## src/rtl/round_sat_pipe_if.sv

```systemverilog
// round_sat_pipe_if: sample, mode and result bundle for the rounding/saturating pipeline
interface round_sat_pipe_if #(
  parameter int DIN_WIDTH  = 12,
  parameter int DOUT_WIDTH = 10,
  parameter int CHANNELS   = 2,
  parameter int CNT_WIDTH  = 16
);
  logic [CHANNELS*DIN_WIDTH-1:0]  din;
  logic                           din_ce;
  logic [1:0]                     mode;
  logic                           sat_cnt_clr;
  logic [CHANNELS*DOUT_WIDTH-1:0] dout;
  logic                           dout_valid;
  logic [CHANNELS-1:0]            ovf;
  logic [CNT_WIDTH-1:0]           sat_cnt;
  modport master (
    output din, din_ce, mode, sat_cnt_clr,
    input  dout, dout_valid, ovf, sat_cnt
  );
  modport slave (
    input  din, din_ce, mode, sat_cnt_clr,
    output dout, dout_valid, ovf, sat_cnt
  );
endinterface

```

## src/rtl/round_sat_pipe.sv

```systemverilog
// round_sat_pipe: two-stage multi-lane rounding/saturating width reducer; ROUND_SAT_PIPE_SAT_CNT_EN builds the saturation counter
module round_sat_pipe #(
  parameter int DIN_WIDTH  = 12,
  parameter int DOUT_WIDTH = 10,
  parameter int CHANNELS   = 2,
  parameter int CNT_WIDTH  = 16
) (
  input logic clk,
  input logic rst,
  round_sat_pipe_if.slave bus
);
  localparam int D  = DIN_WIDTH - DOUT_WIDTH;
  localparam int SW = DIN_WIDTH + 1;
  localparam int QW = DOUT_WIDTH + 1;
  localparam logic [SW-1:0] H = SW'(1) << (D - 1);
  logic [CHANNELS*QW-1:0] q_d, q_r;
  logic [CHANNELS*DOUT_WIDTH-1:0] y_d;
  logic [CHANNELS-1:0] o_d;
  logic v1;
  for (genvar k = 0; k < CHANNELS; k++) begin : g_lane
    logic [SW-1:0] x, s;
    logic [QW-1:0] q;
    logic unused_lsb;
    assign x = {bus.din[k*DIN_WIDTH+DIN_WIDTH-1], bus.din[k*DIN_WIDTH +: DIN_WIDTH]};
    assign s = bus.mode == 2'd0 ? x :
               bus.mode == 2'd1 ? x + H :
               bus.mode == 2'd2 ? x + H - SW'(x[SW-1]) :
                                  x + H - SW'(1) + SW'(x[D]);
    // the dropped fraction only matters through the carry already folded into s
    assign q_d[k*QW +: QW] = s[SW-1:D];
    assign unused_lsb = ^s[D-1:0];
    assign q = q_r[k*QW +: QW];
    assign o_d[k] = q[QW-1] ^ q[QW-2];
    assign y_d[k*DOUT_WIDTH +: DOUT_WIDTH] = o_d[k] ? {q[QW-1], {(DOUT_WIDTH-1){~q[QW-1]}}}
                                                    : q[DOUT_WIDTH-1:0];
  end
  always_ff @(posedge clk)
    if (rst) begin
      v1             <= 1'b0;
      q_r            <= '0;
      bus.dout       <= '0;
      bus.dout_valid <= 1'b0;
      bus.ovf        <= '0;
    end else begin
      v1             <= bus.din_ce;
      bus.dout_valid <= v1;
      if (bus.din_ce) q_r <= q_d;
      if (v1) begin
        bus.dout <= y_d;
        bus.ovf  <= o_d;
      end
    end
`ifdef ROUND_SAT_PIPE_SAT_CNT_EN
  logic [CNT_WIDTH-1:0] cnt;
  always_ff @(posedge clk)
    if (rst || bus.sat_cnt_clr) cnt <= '0;
    else if (bus.dout_valid && |bus.ovf && !(&cnt)) cnt <= cnt + CNT_WIDTH'(1);
  assign bus.sat_cnt = cnt;
`else
  logic unused_clr;
  assign unused_clr = bus.sat_cnt_clr;
  assign bus.sat_cnt = '0;
`endif
endmodule

```

## src/flat_wrapper.sv

```systemverilog
// flat-port wrapper written by rule: the top's interface ports become plain ports
module round_sat_pipe_flat 
#(
  parameter int DIN_WIDTH  = 12,
  parameter int DOUT_WIDTH = 10,
  parameter int CHANNELS   = 2,
  parameter int CNT_WIDTH  = 16
)
  (clk, rst, bus_din, bus_din_ce, bus_mode, bus_sat_cnt_clr, bus_dout, bus_dout_valid, bus_ovf, bus_sat_cnt);
  round_sat_pipe_if #(.DIN_WIDTH(DIN_WIDTH), .DOUT_WIDTH(DOUT_WIDTH), .CHANNELS(CHANNELS), .CNT_WIDTH(CNT_WIDTH)) bus_i ();
  input logic clk;
  input logic rst;
  input wire logic [$bits(bus_i.din)-1:0] bus_din;
  input wire logic [$bits(bus_i.din_ce)-1:0] bus_din_ce;
  input wire logic [$bits(bus_i.mode)-1:0] bus_mode;
  input wire logic [$bits(bus_i.sat_cnt_clr)-1:0] bus_sat_cnt_clr;
  output wire logic [$bits(bus_i.dout)-1:0] bus_dout;
  output wire logic [$bits(bus_i.dout_valid)-1:0] bus_dout_valid;
  output wire logic [$bits(bus_i.ovf)-1:0] bus_ovf;
  output wire logic [$bits(bus_i.sat_cnt)-1:0] bus_sat_cnt;
  assign bus_i.din = bus_din;
  assign bus_i.din_ce = bus_din_ce;
  assign bus_i.mode = bus_mode;
  assign bus_i.sat_cnt_clr = bus_sat_cnt_clr;
  assign bus_dout = bus_i.dout;
  assign bus_dout_valid = bus_i.dout_valid;
  assign bus_ovf = bus_i.ovf;
  assign bus_sat_cnt = bus_i.sat_cnt;
  round_sat_pipe #(.DIN_WIDTH(DIN_WIDTH), .DOUT_WIDTH(DOUT_WIDTH), .CHANNELS(CHANNELS), .CNT_WIDTH(CNT_WIDTH)) u_core (.clk(clk), .rst(rst), .bus(bus_i));
endmodule
```

## config.mk

```make
export PLATFORM = sky130hd
export DESIGN_NAME = round_sat_pipe_flat
export DESIGN_NICKNAME = d
export VERILOG_FILES = /design/src/rtl/round_sat_pipe_if.sv /design/src/rtl/round_sat_pipe.sv /design/src/flat_wrapper.sv
export SDC_FILE = /design/constraint.sdc
export NUM_CORES = 1
export LEC_CHECK = 0
export BUFFER_PORTS_ARGS = -buffer_cell sky130_fd_sc_hd__buf_2
export CORE_UTILIZATION = 56
export DETAILED_ROUTE_END_ITERATION = 16
export GPL_TIMING_DRIVEN = 0
export PLACE_DENSITY = 0.92
export SYNTH_ARGS = -nofsm -noshare
export SYNTH_HDL_FRONTEND = slang
export SYNTH_SLANG_ARGS = --single-unit
```

## constraint.sdc

```tcl
create_clock -name clk -period 2.84 [get_ports clk]
set_clock_uncertainty 0.15 [all_clocks]
set_input_delay 0.426 -clock clk [delete_from_list [all_inputs] [get_ports clk]]
set_output_delay 0.426 -clock clk [all_outputs]
set_load 0.01 [all_outputs]
```

==> summary.md <==
| Metric | Value |
|---|---|
| Outcome | complete, no violations |
| IO buf count | 45 |
| Post-Syn Area | about 0.0035 mm2 |
| Post-layout util | about two thirds |
| FF-to-FF path depth | 6 |
| Antenna Nets Post-Route | 0 |
| Post-Layout Cell Count | ~610 |
| DPL Wire Length | between 7000 and 8000 um |
| Worst hold path type | in2reg |
| Minimum clock period | between 2 and 3 ns |
| Top FF cell, synth | dfxtp_1 |
| Rel. slew slack | between 50% and 60% |
| Post-synth ARST share | 0% |
| WP data arrival | roughly 2.7 ns |
| Starting Density | slightly below 60% |
| Post-CTS Setup Repair Bufs | 0 |
| Fin. Hold Viols | 0 |
| Largest cells by area after synthesis | dfxtp_1 26%, nand2b_1 5.9%, nor2_1 5.1% |
| WL/cell | around 15 um |
| First-pass GRT wire length | 15800 um |
| Slew @ Worst Pin | a little over 0.7 ns |
| Seq cells post-synth | 46 |
| Pleak | 1.56 nW |
| Initial antenna violation count | 0 |
| Crit-path slowest cell | a2111oi_0 |
| Hold-fix buffers, CTS | 0 |
| Kind of cell adding the most delay to the critical path | compound AO/OA/AOI/OAI gates |
| Hold Slack | between 0.3 and 0.4 ns |
| Slew Limit Fails | 0 |
| Dpl cell area | 0.00389 mm2 |
| Total power | 1.54 mW |
| Synth warnings | 0 |
| Reg-to-Reg End | u_core.bus.dout[11]$_SDFFE_PP0P_ |
| H-tree depth | 2 |
| Setup crit start | bus_din[2] |
| Element type at the critical path end | flop |
| WP data required | 2.85 ns |
| Num Clock Sinks | 46 |
| Setup Crit Path Kind | in2reg |
| Vias | around 3700 |
| Number of setup violations in the final report | 0 |
| Total grt overflow | 0 |
| Core footprint | 0.00599 mm2 |
| Delay of the slowest cell on the worst path | a little over 0.6 ns |
| CTS buffer count | 5 |
| Sequential-to-total area share from yosys stat | 26.2% |
| Reg2Reg Setup Slack | 0.88 ns |
| Number of synthesized flops with an enable pin | 0 |
| RePlAce Congestion | ~0.95 |
| Number of top-level pins | just under 70 |
| Initial drt markers | between 200 and 300 |
| Fin crit share | a little over nine tenths |
| Layout cells sized above 1 | approximately 17% |
| Vias in the first global route | about 3400 |
| WL final | between 9000 and 10000 um |
| Cell count after placement | approximately 600 |
| CP cell instances | buf_2 -> ha_1 -> and4_1 -> or4_1 -> o211ai_1 -> a31oi_1 -> a2111oi_0 -> nor4_1 |
| Post-synth top cells | 48 x nor2_1, 46 x dfxtp_1, 33 x nand2b_1, 31 x nand3_1, 28 x clkbuf_1 |
| RSZ-0062 raised after global routing | false |
| Final instance area | 0.00398 mm2 |
| Max IR drop VDD | approximately 0.37 mV |
| Clock tree buffer depth | 2 |
| RR Startpoint | u_core.q_r[20]$_SDFFE_PP0P_ |
| PwrDens | ~390 mW/mm2 |
| Reg area | roughly 920 um2 |
| Synth Area per Inst | around 7.5 um2 |
| Worst hold path startpoint | bus_din[21] |
| CTS tree | done |
| Die height | 81.2 um |
| GRT Total Usage | 30.7% |
| Footprint of the multi-input gates | between 0.002 and 0.0025 mm2 |
| Drt drc | 0 |
| Final #Nets | about 570 |
| Resized cells post-CTS | 0 |
| Antenna diodes | 0 |
| Pin count of the biggest net entering global routing | 14 |
| Via density per instance | ~6 |
| Most common cell in the netlist | nor2_1 |
| Post-synth cell types | 63 |
| Largest area contributor in the netlist | dfxtp_1 |
| Layout Area Growth over Synthesis | 13.3% |
| Crit-path max FO | 11 |
| Drt pass-1 iters | 5 |
| Fmax | approximately 0.37 GHz |
| Die ar. | between 0.006 and 0.007 mm2 |
| CTS root buf | clkbuf_8 |
| CTS clk-pin slew, worst paths | 0.08 ns |
| Buf+Inv Stages, Crit Path | 1 |
| MaxCap Viol Count | 0 |
| Worst Setup EP | u_core.q_r[6]$_SDFFE_PP0P_ |
| Die width | 81.2 um |
| Clock Latency Late Sink | 0.30 ns |
| Worst setup SP type | input port |
| WP depth | 8 |
| Rows | 28 |
| Post-Syn Instances | between 400 and 500 |
| # fillers | about 570 |
| Share of the synthesized area in the top cell type | about a quarter |
## worst register-to-register path, stage by stage, from the launching register on
cell and delay [ns]:
dfxtp_1 0.39, inv_1 0.08, ha_1 0.33, clkbuf_1 0.22, nor2_1 0.32, a21oi_1 0.10, a211oi_1 0.27
## worst min-delay path by stage
stage          slack (ns)                               to  cells after the start
2_1_floorplan        0.30       u_core.q_r[6]$_SDFFE_PP0P_                      2
3_3_place_gp         0.30  u_core.bus.dout[5]$_SDFFE_PP0P_                      2
3_5_place_dp         0.31  u_core.bus.dout[3]$_SDFFE_PP0P_                      2
4_1_cts              0.31      u_core.q_r[18]$_SDFFE_PP0P_                      3
5_1_grt              0.34  u_core.bus.dout[5]$_SDFFE_PP0P_                      2
6_report             0.31      u_core.q_r[18]$_SDFFE_PP0P_                      3
## layer usage
metal | routed length, um | up-vias | track usage [%] | share of wire (%)
met5 | 0 | - | 0 | 0
met4 | 147 | 0 | 11.6 | 1.6
met3 | 684 | 18 | 4.27 | 7.3
met2 | 4420 | 172 | 51.3 | 47
met1 | 4110 | 1708 | 39.9 | 44
li1 | - | 1827 | - | -
## layout make-up
class,instances,share of cell area [%]
multi-input combinational,377,59.2
sequential,46,23.1
buffer,52,6.60
timing repair buffer,45,5.66
tap,75,2.36
clock buffer,7,2.17
inverter,8,0.755
clock inverter,1,0.126
## power by group
| part | internal (mW) | total (mW) | leakage (nW) | switching (mW) |
|---|---|---|---|---|
| Clock | 0.197 | 0.410 | 0.0482 | 0.214 |
| Sequential | 0.690 | 0.714 | 0.379 | 0.0244 |
| Combinational | 0.160 | 0.419 | 1.13 | 0.259 |
## stage by stage
stage	setup TNS, ns	setup slack, ns
floorplan	0	0.343
global placement	0	0.0346
detailed placement	-0.0113	-0.0113
CTS	0	0.269
global route	0	0.0907
finish	0	0.120
## registers in the layout, summed over array words and instances (netlist names)
name	cells
u_core.bus.dout	20
u_core.bus.ovf	2
u_core.q_r	22
u_core.v1	1
u_core.bus.dout_valid	1
## layout by cell type (no fill, tap or decap), drive strengths merged, types with 3 or more instances in the layout
cell type   n
nand4       9
o21ai      17
o32ai       3
o32a        3
clkbuf     36
or2         5
o2111ai     3
or3        12
and4        3
a311oi      8
nand3      32
nor2b       9
nor4        8
mux2i       6
xnor2       6
conb       16
o211ai      4
buf        68
xor2        3
a21oi      22
a211oi     22
a31oi       6
ha          8
and2        5
nand2      24
mux2        3
nand2b     33
or4         3
and3        5
nor2       48
nand3b      4
nor3       15
o31ai       3
dfxtp      46
inv         8
a2111oi     4
## cell families after synthesis
group	count (synthesis)	synth area share, %
muxes	9	2.67
other	1	0.107
DFF	46	26.2
buffers and inverters	60	8.34
xor gates and xnor gates	9	2.24
adders and majority gates	8	2.85
AOI/OAI and AO/OA	116	23.9
and+or+nand+nor	219	33.7
Note: power is estimated with default switching activity, not from simulation.
